==> src/rtl/shared_reg_arbiter.sv <==
// rtl/shared_reg_arbiter.sv - two-client round-robin arbiter owning one shared WIDTH-bit register
module shared_reg_arbiter #(
    parameter int WIDTH    = 8,
    parameter int HOLD_MAX = 4
) (
    input  logic             clk,
    input  logic             rst,
    input  logic             req0,
    input  logic             req1,
    input  logic             we0,
    input  logic             we1,
    input  logic [WIDTH-1:0] d0,
    input  logic [WIDTH-1:0] d1,
    output logic             gnt0,
    output logic             gnt1,
    output logic [WIDTH-1:0] q,
    output logic             busy
);

    typedef enum logic [1:0] {
        IDLE = 2'd0,
        OWN0 = 2'd1,
        OWN1 = 2'd2
    } state_t;

    localparam logic [3:0] HOLD_LAST = 4'(HOLD_MAX - 1);

    state_t             state_q, state_d;
    logic               ptr_q, ptr_d;
    logic [3:0]         hold_q, hold_d;
    logic [WIDTH-1:0]   q_q, q_d;

    always_ff @(posedge clk or negedge rst) begin
        if (!rst) begin
            state_q <= IDLE;
            ptr_q   <= 1'b0;
            hold_q  <= 4'd0;
            q_q     <= '0;
        end else begin
            state_q <= state_d;
            ptr_q   <= ptr_d;
            hold_q  <= hold_d;
            q_q     <= q_d;
        end
    end

    always_comb begin
        state_d = state_q;
        case (state_q)
            IDLE: begin
                if (req0 && (!req1 || !ptr_q)) state_d = OWN0;
                else if (req1)                 state_d = OWN1;
            end
            OWN0: begin
                if (!req0)                         state_d = req1 ? OWN1 : IDLE;
                else if (req1 && hold_q == HOLD_LAST) state_d = OWN1;
            end
            OWN1: begin
                if (!req1)                         state_d = req0 ? OWN0 : IDLE;
                else if (req0 && hold_q == HOLD_LAST) state_d = OWN0;
            end
            default: state_d = IDLE;
        endcase
    end

    // A fresh grant restarts the hold count and hands tie priority to the other client.
    always_comb begin
        ptr_d  = ptr_q;
        hold_d = hold_q;
        if (state_d == IDLE) begin
            hold_d = 4'd0;
        end else if (state_d != state_q) begin
            hold_d = 4'd0;
            ptr_d  = (state_d == OWN0);
        end else if (hold_q != HOLD_LAST) begin
            hold_d = hold_q + 4'd1;
        end
    end

    // The write is qualified by the grant held before the edge, not the next one.
    always_comb begin
        q_d = q_q;
        if (state_q == OWN0 && we0)      q_d = d0;
        else if (state_q == OWN1 && we1) q_d = d1;
    end

    assign gnt0 = (state_q == OWN0);
    assign gnt1 = (state_q == OWN1);
    assign busy = gnt0 | gnt1;
    assign q    = q_q;

endmodule

==> config.mk <==
export PLATFORM = sky130hd
export DESIGN_NAME = shared_reg_arbiter
export DESIGN_NICKNAME = d
export VERILOG_FILES = /design/src/rtl/shared_reg_arbiter.sv
export SDC_FILE = /design/constraint.sdc
export NUM_CORES = 1
export LEC_CHECK = 0
export CELL_PAD_IN_SITES_DETAIL_PLACEMENT = 0
export CELL_PAD_IN_SITES_GLOBAL_PLACEMENT = 1
export CORE_MARGIN = 2
export CORE_UTILIZATION = 30
export DETAILED_ROUTE_END_ITERATION = 16
export PLACE_DENSITY_LB_ADDON = 0.08
export SLEW_MARGIN = 20
export SYNTH_ARGS = -nofsm -noshare
export SYNTH_HDL_FRONTEND = slang
export SYNTH_SLANG_ARGS = --single-unit
==> constraint.sdc <==
create_clock -name clk -period 1.9 [get_ports clk]
set_input_delay 0.19 -clock clk [delete_from_list [all_inputs] [get_ports clk]]
set_output_delay 0.19 -clock clk [all_outputs]
set_load 0.05 [all_outputs]
### Yosys cells after proc, flatten, opt, wreduce, memory -nomap -nowiden

Cells that the tools add are included.

| storage, ports and cells | value |
|---|---|
| logic and storage cells | 40 |
| output and inout bits | 11 |
| input bits | 22 |
| flip-flop bits (word level) | 15 |

| cells by class | value |
|---|---|
| bitwise logic cells | 2 |
| mux-type cells | 14 |
| equal/unequal tests | 6 |
| $add $sub $neg | 1 |
| reduce and logical (&&, ||, !) cells | 13 |

Operators with widths:

| cell | count |
|---|---|
| two-way mux 8 bit | 2 |
| two-way mux 2 bit | 7 |
| two-way mux 4 bit | 3 |
| case mux 2 bit (3 select lines) | 1 |
| logical AND 1 bit | 5 |
| adder 4 x 1 -> 4 bit (second input constant) | 1 |
| equality test 2 x 1 -> 1 bit (second input constant) | 2 |
| equality test 4 x 2 -> 1 bit (second input constant) | 1 |
| logical NOT 2 bit | 2 |
| inequality test 4 x 2 -> 1 bit (second input constant) | 1 |
| nonzero test 3 bit | 1 |
| equality test 2 bit (second input constant) | 1 |
| logical NOT 1 bit | 2 |
| inequality test 2 bit | 1 |
| AND reduction 2 bit | 1 |
| nonzero test 2 bit | 1 |
| logical OR 1 bit | 1 |
| two-way mux 1 bit | 1 |
| inverter 1 bit | 1 |
| OR 1 bit | 1 |

### Longest topological paths before layout

Gate-level depths: netlist (run 1).

| depth | value |
|---|---|
| depth in word-level cells | 8 |
| gate-level depth with buffers | 7 |
| depth with buffers taken out | 7 |

### Least setup slack after synthesis (run 1)

OpenSTA, ideal clock, no wires.

| timing path | value |
|---|---|
| path kind | register to register |
| start point | reg state_q[1] |
| end point | reg hold_q[0] |
| setup slack | -376 ps |
| cell stages (with the launch flop) | 7 |
| arrival time | 2198 ps |
| path buffers | 0 |
| setup time | 77 ps |
| cells stage by stage | dfrtp_1 inv_2 ha_1 o311ai_2 a31oi_4 or4b_4 a21oi_1 |

| between the ends | value |
|---|---|
| elaborated cells between the ends (all ways) | 15 |
| classes of those cells | eq/ne: 3; mux: 9; reduce/logical: 3 |

RTL lines:

| what | line | RTL |
|---|---|---|
| start, declared | 28 | `state_t state_q, state_d;` |
| start signal, assigned | 40 | `state_q <= state_d;` |
| equality test 2 x 1 -> 1 bit * | n/a |  |
| named net gnt0 | 14 | `output logic gnt0,` |
| case mux 2 bit (3 select lines) * | 49 | `case (state_q)` |
| named net state_d[1] | 28 |  |
| inequality test 2 bit | 72 | `end else if (state_d != state_q) begin` |
| two-way mux 4 bit | 72 |  |
| two-way mux 4 bit | 70 | `if (state_d == IDLE) begin` |
| end signal, assigned | 42 | `hold_q <= hold_d;` |
| end, declared | 30 | `logic [3:0] hold_q, hold_d;` |

Mark *: on every way through the listed nets, which the timed path passes. The rest lies on a longest branch.
A chain may end at the register's enable or synchronous reset.

### Worst setup path in the final report (run 1)

| timing path | value |
|---|---|
| start point | reg state_q[1] |
| end point | reg hold_q[2] |

| between the ends | value |
|---|---|
| longest elaborated chain between the ends | 6 |
| elaborated cells between the ends (all ways) | 15 |
| classes of those cells | eq/ne: 3; mux: 9; reduce/logical: 3 |

Ends and longest elaborated chain:

| what | line |
|---|---|
| two-way mux 2 bit, on equally long branches | 60, 52, 56 |
| two-way mux 2 bit, on equally long branches | 59, 51, 55 |
| case mux 2 bit (3 select lines) * | 49 |
| named net state_d[1] | 28 |
| inequality test 2 bit | 72 |
| two-way mux 4 bit | 72 |
| two-way mux 4 bit | 70 |

Marks and branches as above.

==> results.py, run 1 <==
metrics = {
    "clocking": {
        "cts_max_level": 1,
        "cts_made_buffers": 3,
        "cts_tree": "built",
        "cts_sinks": 15,
        "cts_root_buffer": "clkbuf_4",
        "cts.clk_slew.worst_paths_ns": 0.09,
        "clock_path_buffers": 2,
        "clock_latency_ns": 0.28,
    },
    "global_routing": {
        "grt.overflow.total": 0,
        "grt_util_all_layers": 0.148,
        "antenna_found_initial": 0,
        "grt_pass1_vias": 899,
        "grt_pass1_wl_um": 4060,
        "grt_max_degree": 17,
    },
    "power_and_ir_drop": {
        "power.leakage_nw": 0.685,
        "finalPower_w": 0.00234,
        "ir_drop_mv": 0.912,
        "powerDensity_nw_per_um2": 1480,
    },
    "critical_path": {
        "cp-start-kind": "flip-flop",
        "cp_max_fo": 7,
        "crit_path_end_kind": "flip-flop",
        "slowest_delay_ns": 0.53,
        "r2r_start": "state_q[1]$_DFF_PN0_",
        "crit_start": "state_q[1]$_DFF_PN0_",
        "cp.required_ns": 2.11,
        "crit_type": "flip-flop to flip-flop",
        "crit_path_top_delay_cell": "or4b_4",
        "cp_cell_sequence": "buf_4 > ha_4 > nand4_1 > a31oi_4 > or4b_4 > a21oi_2",
        "critPathArrivalTime_ns": 2.15,
    },
    "placed_design": {
        "place.gp.congestion": 0.833,
        "place_area_um2": 1450,
        "dpl.hpwl_um": 1770,
        "port_buffers": 32,
        "dp_cells": 176,
    },
    "sta": {
        "whs_ns": 0.216,
        "max_slew.worst_pin.slew_ns": 0.516,
        "timing.final.crit_share": 1.02,
        "hold_violations": 0,
        "rsz0062_at_grt": "true",
        "min_period_ns": 1.94,
        "worst_clock_skew_ns": 0.00592,
        "max_freq_mhz": 517,
        "setup_slack_ns": -0.0355,
        "setup_viol": 4,
        "slew_viol_final": 0,
        "slew_headroom": 0.655,
    },
    "finish": {
        "final_common_cell": "clkdlybuf4s50_1",
        "n_fill_cell": 280,
        "diodes": 0,
        "fin_util": 0.522,
        "stdcell_area_um2": 1580,
        "multi_input_area_um2": 619,
        "mostFrequentLayoutCells": "29 x clkdlybuf4s50_1, 25 x buf_4, 13 x dfrtp_1",
        "regArea_um2": 378,
        "area_delta_synth_final_pct": 66.3,
        "instances_no_fill": 190,
        "drive_above_1_share": 0.370,
        "final_nets": 174,
    },
    "hold_path": {
        "min_path_type": "primary input to async pin",
    },
    "routing": {
        "drc": 0,
        "wl_per_cell_um": 12.6,
        "firstDrtPassIters": 4,
        "antenna_left": 0,
        "drt-total-wl_um": 2400,
        "first_iter_violations": 25,
        "vias_per_cell": 4.70,
        "vias": 893,
    },
    "outcome": {
        "violations": "setup timing",
        "status": "finished, violations left",
    },
    "flow_run": {
        "drv_cap": 0,
    },
    "logic_synthesis": {
        "syn_avg_cell_area_um2": 10.4,
        "synth_area_um2": 951,
        "syn-num-nets": 118,
        "yosysWarnings": 0,
        "synth_cells": 91,
        "synth-seq-cells": 15,
        "synth.distinct_cells": 31,
        "yosysSeqAreaShare": 0.395,
    },
    "floorplan": {
        "die_w_um": 60.3,
        "start_util": 0.314,
        "die-height_um": 60.3,
        "die_area_um2": 3640,
        "io_pins": 33,
        "core-area_um2": 3030,
        "rows": 20,
    },
}
==> flip-flops by register name, summed over array words and instances (netlist names) <==
signal / cells
q: 8
hold_q: 4
state_q: 2
ptr_q: 1
==> what timing repair did <==
action / CTS / global route
setup buffers: 9 / 1
gates resized for setup: 5 / 1
setup endpoints to repair: 5 / 5
endpoints found under the hold margin: 0 / 0
pin swaps: 5 / 2
hold buffers: 0 / 0
==> through the flow <==
stage                     TNS (ns)  setup WS, ns
after detailed placement     -1.71        -0.380
after floorplan             -0.139       -0.0347
after global placement       -1.44        -0.307
after CTS                   -0.118       -0.0421
final                       -0.125       -0.0355
after global routing        -0.466        -0.114
==> power breakdown <==
part           leakage (nW)  internal (W)  switching (W)
registers             0.189      0.000448      0.0000799
clock network        0.0177     0.0000781       0.000104
logic                 0.478      0.000710       0.000924
total                 0.685       0.00124        0.00111
==> layer usage <==
metal,track usage,routed length [µm],up-vias
li1,-,-,447
met1,0.186,1060,420
met2,0.250,1180,24
met3,0.0433,150,2
met4,0.0381,12,0
met5,0,0,-
==> worst max-delay path, delay by kind of cell (launching register included) <==
kind	cells	cell delay (ns)
fa+ha+maj	1	0.17
buf+inv	1	0.18
compound gates	2	0.39
simple gates	2	0.73
flops	1	0.40
==> cell type report <==
class,instances,area share
Clock buffer,3,0.0142
Clock inverter,1,0.00316
Inverter,5,0.0150
Multi-Input combinational cell,68,0.392
Sequential cell,15,0.239
Tap cell,44,0.0348
Timing Repair Buffer,54,0.302
==> cells by family (layout without fill, tap and decap cells) <==
group,Yosys count,count (layout),share of synthesized area
adders and majority gates,5,5,0.0658
AOI/OAI and AO/OA,29,29,0.234
buffers and inverters,8,63,0.0395
xor gates and xnor gates,2,2,0.0184
DFF,15,15,0.395
muxes,10,10,0.107
and+or+nand+nor,22,22,0.141
==> worst paths after layout <==
check | depth (start not counted) | endpoint | slack (ns)
worst min-delay path | 2 | q[2]$_DFFE_PN0P_ | 0.22
worst min register to register | 2 | q[6]$_DFFE_PN0P_ | 0.58
worst max-delay path | 6 | hold_q[2]$_DFFE_PN0P_ | -0.04
max in group asynchronous | 2 | state_q[1]$_DFF_PN0_ | 1.48
min in group clk | 3 | q[6]$_DFFE_PN0P_ | 0.45
worst max register to register | 6 | hold_q[2]$_DFFE_PN0P_ | -0.04
==> synth_stat cells <==
master     number  area (µm²)
a21o_1          2        15.0
a21o_2          1        8.76
a21oi_1         5        25.0
a221oi_1        1        8.76
a31o_2          1        8.76
a31oi_1         2        12.5
a31oi_4         1        21.3
and2_1          1        6.26
and2b_1         1        7.51
and3_2          2        15.0
buf_6           1        11.3
clkbuf_1        2        7.51
dfrtp_1        15         375
ha_1            5        62.6
inv_1           4        15.0
inv_2           1        3.75
mux2_2          1        11.3
mux2i_1         9        90.1
nand2_1        12        45.0
nand3_1         2        10.0
nand4_1         1        6.26
nand4bb_1       1        11.3
nor3b_4         1        18.8
o211ai_1        2        15.0
o21ai_0        10        50.1
o21ba_2         1        10.0
o311ai_2        1        16.3
o32a_4          1        22.5
o32ai_1         1        8.76
or4b_4          1        13.8
xor2_1          2        17.5
Note: power is estimated with default switching activity, not from simulation.
==> run 2, diff against run 1 <==
MAX_ROUTING_LAYER = met4   (was unset)
SKIP_LAST_GASP = 1   (was unset)
==> results.py, run 2 (synthesis results as in run 1) <==
metrics = {
    "outcome": {
        "status": "finished, violations left",
        "violations": "setup timing",
    },
    "routing": {
        "topRoutingLayerUsed": "met4",
        "firstDrtPassIters": 2,
        "drt-met1-wl_um": 1070,
        "wl_met3_um": 154,
        "wl_met2_um": 1170,
        "drc": 0,
        "vias": 897,
        "vias_per_cell": 4.70,
        "wl_per_cell_um": 12.6,
        "drt-total-wl_um": 2400,
        "antenna_left": 0,
        "first_iter_violations": 17,
    },
    "finish": {
        "regArea_um2": 378,
        "mostFrequentLayoutCells": "28 x clkdlybuf4s50_1, 26 x buf_4, 13 x dfrtp_1",
        "area_delta_synth_final_pct": 67.9,
        "final_common_cell": "clkdlybuf4s50_1",
        "multi_input_area_um2": 628,
        "final_nets": 175,
        "largest_register_ffs": 8,
        "drive_above_1_share": 0.374,
        "n_fill_cell": 285,
        "instances_no_fill": 191,
        "diodes": 0,
    },
    "global_routing": {
        "antenna_found_initial": 0,
        "grt.overflow.total": 0,
        "grt_pass1_wl_um": 4000,
        "grt_util_all_layers": 0.150,
        "grt_pass1_vias": 906,
        "grt_max_degree": 17,
    },
    "critical_path": {
        "cp_max_fo": 4,
        "cp-start-kind": "flip-flop",
        "cp.required_ns": 2.11,
        "critPathArrivalTime_ns": 2.16,
        "crit_path_end_kind": "flip-flop",
        "crit_type": "flip-flop to flip-flop",
        "r2r_start": "state_q[0]$_DFF_PN0_",
        "crit_start": "state_q[0]$_DFF_PN0_",
    },
    "placed_design": {
        "dp_cells": 181,
        "dpl_worst_slack_ns": -0.399,
        "place.gp.congestion": 0.851,
        "dpl.hpwl_um": 1830,
        "port_buffers": 32,
    },
    "power_and_ir_drop": {
        "ir_drop_mv": 0.871,
        "pwr-share-comb": 0.694,
        "seq_power_share": 0.229,
        "swShare": 0.471,
        "p_int_w": 0.00125,
        "power.switching_w": 0.00111,
        "clkPwrFrac": 0.077,
        "finalPower_w": 0.00236,
        "powerDensity_nw_per_um2": 1480,
        "power.leakage_nw": 0.694,
    },
    "clocking": {
        "clock_path_buffers": 2,
        "cts_sinks": 15,
        "cts_tree": "built",
        "cts_made_buffers": 3,
        "cts.clk_slew.worst_paths_ns": 0.09,
        "cts_root_buffer": "clkbuf_4",
        "hold_buffers": 0,
        "clock_latency_ns": 0.28,
        "cts_max_level": 1,
    },
    "sta": {
        "max_slew.worst_pin.slew_ns": 0.498,
        "worst_clock_skew_ns": 0.00459,
        "max_freq_mhz": 514,
        "rsz0062_at_grt": "true",
        "hold_violations": 0,
        "finalSetupTns_ns": -0.139,
        "setup_slack_ns": -0.0456,
        "min_period_ns": 1.95,
        "slew_viol_final": 0,
        "setup_viol": 4,
        "timing.final.crit_share": 1.02,
        "slew_headroom": 0.667,
    },
    "floorplan": {
        "rows": 20,
        "io_pins": 33,
        "start_util": 0.314,
        "die-height_um": 60.3,
        "die_area_um2": 3640,
        "core-area_um2": 3030,
        "die_w_um": 60.3,
    },
    "hold_path": {
        "min_path_type": "primary input to async pin",
    },
    "flow_run": {
        "drv_cap": 0,
    },
}
run 2: cell count changes in the layout (fill, tap and decap cells not counted):
cell | before | now
a31oi_2 | 1 | 0
a31oi_4 | 1 | 2
buf_4 | 25 | 26
clkdlybuf4s50_1 | 29 | 28
dlygate4sd2_1 | 0 | 1
run 2: timing repair:
item | 4_1_cts | 5_1_grt
setup buffers | 6 | 0
pin swaps | 7 | 3
setup endpoints to repair | 5 | 5
gates resized for setup | 7 | 1
run 2: path summary, 6_finish.rpt:
check	to	slack, ns	depth (start not counted)
min in group clk	q[5]$_DFFE_PN0P_	0.46	3
worst max-delay path	hold_q[2]$_DFFE_PN0P_	-0.05	7
worst min-delay path	q[6]$_DFFE_PN0P_	0.22	2
worst min register to register	q[0]$_DFFE_PN0P_	0.59	2
max in group asynchronous	state_q[0]$_DFF_PN0_	1.50	2
worst max register to register	hold_q[2]$_DFFE_PN0P_	-0.05	7
run 2: routing by layer:
layer | vias up | track usage
met5 | - | -
met4 | 0 | 0.0444
met3 | 2 | 0.0325
met2 | 24 | 0.256
met1 | 424 | 0.176
li1 | 447 | -
run 2: final cells by class:
cell class / count / area share
repair buffers: 55 / 0.303
inverters: 5 / 0.0149
clock inverters: 1 / 0.00313
flip-flops and latches: 15 / 0.237
well taps: 44 / 0.0345
clock buffers: 3 / 0.0141
multi-input cells: 68 / 0.393
run 2: stage by stage:
stage	cell area, µm²	util	hold slack (ns)
6_report	1600	0.527	0.215
5_1_grt	1600	0.527	0.224
4_1_cts	1590	0.524	0.213
3_5_place_dp	1490	0.491	0.523
3_3_place_gp	1490	0.491	0.528
2_1_floorplan	1010	-	-0.106
run 2: critical path: stages (launching register included):
cell and delay (ns):
dfrtp_2 0.46, inv_4 0.10, ha_4 0.14, inv_2 0.03, o32a_4 0.33, a31oi_4 0.15, or4b_4 0.53, a21oi_2 0.14
run 2: power groups by stage:
stage          logic, W  registers (W)  clock network [W]
2_1_floorplan  0.000720       0.000851                  0
3_3_place_gp    0.00152       0.000540                  0
3_5_place_dp    0.00153       0.000545                  0
4_1_cts         0.00165       0.000538           0.000193
5_1_grt         0.00177       0.000556           0.000209
6_report        0.00164       0.000540           0.000181
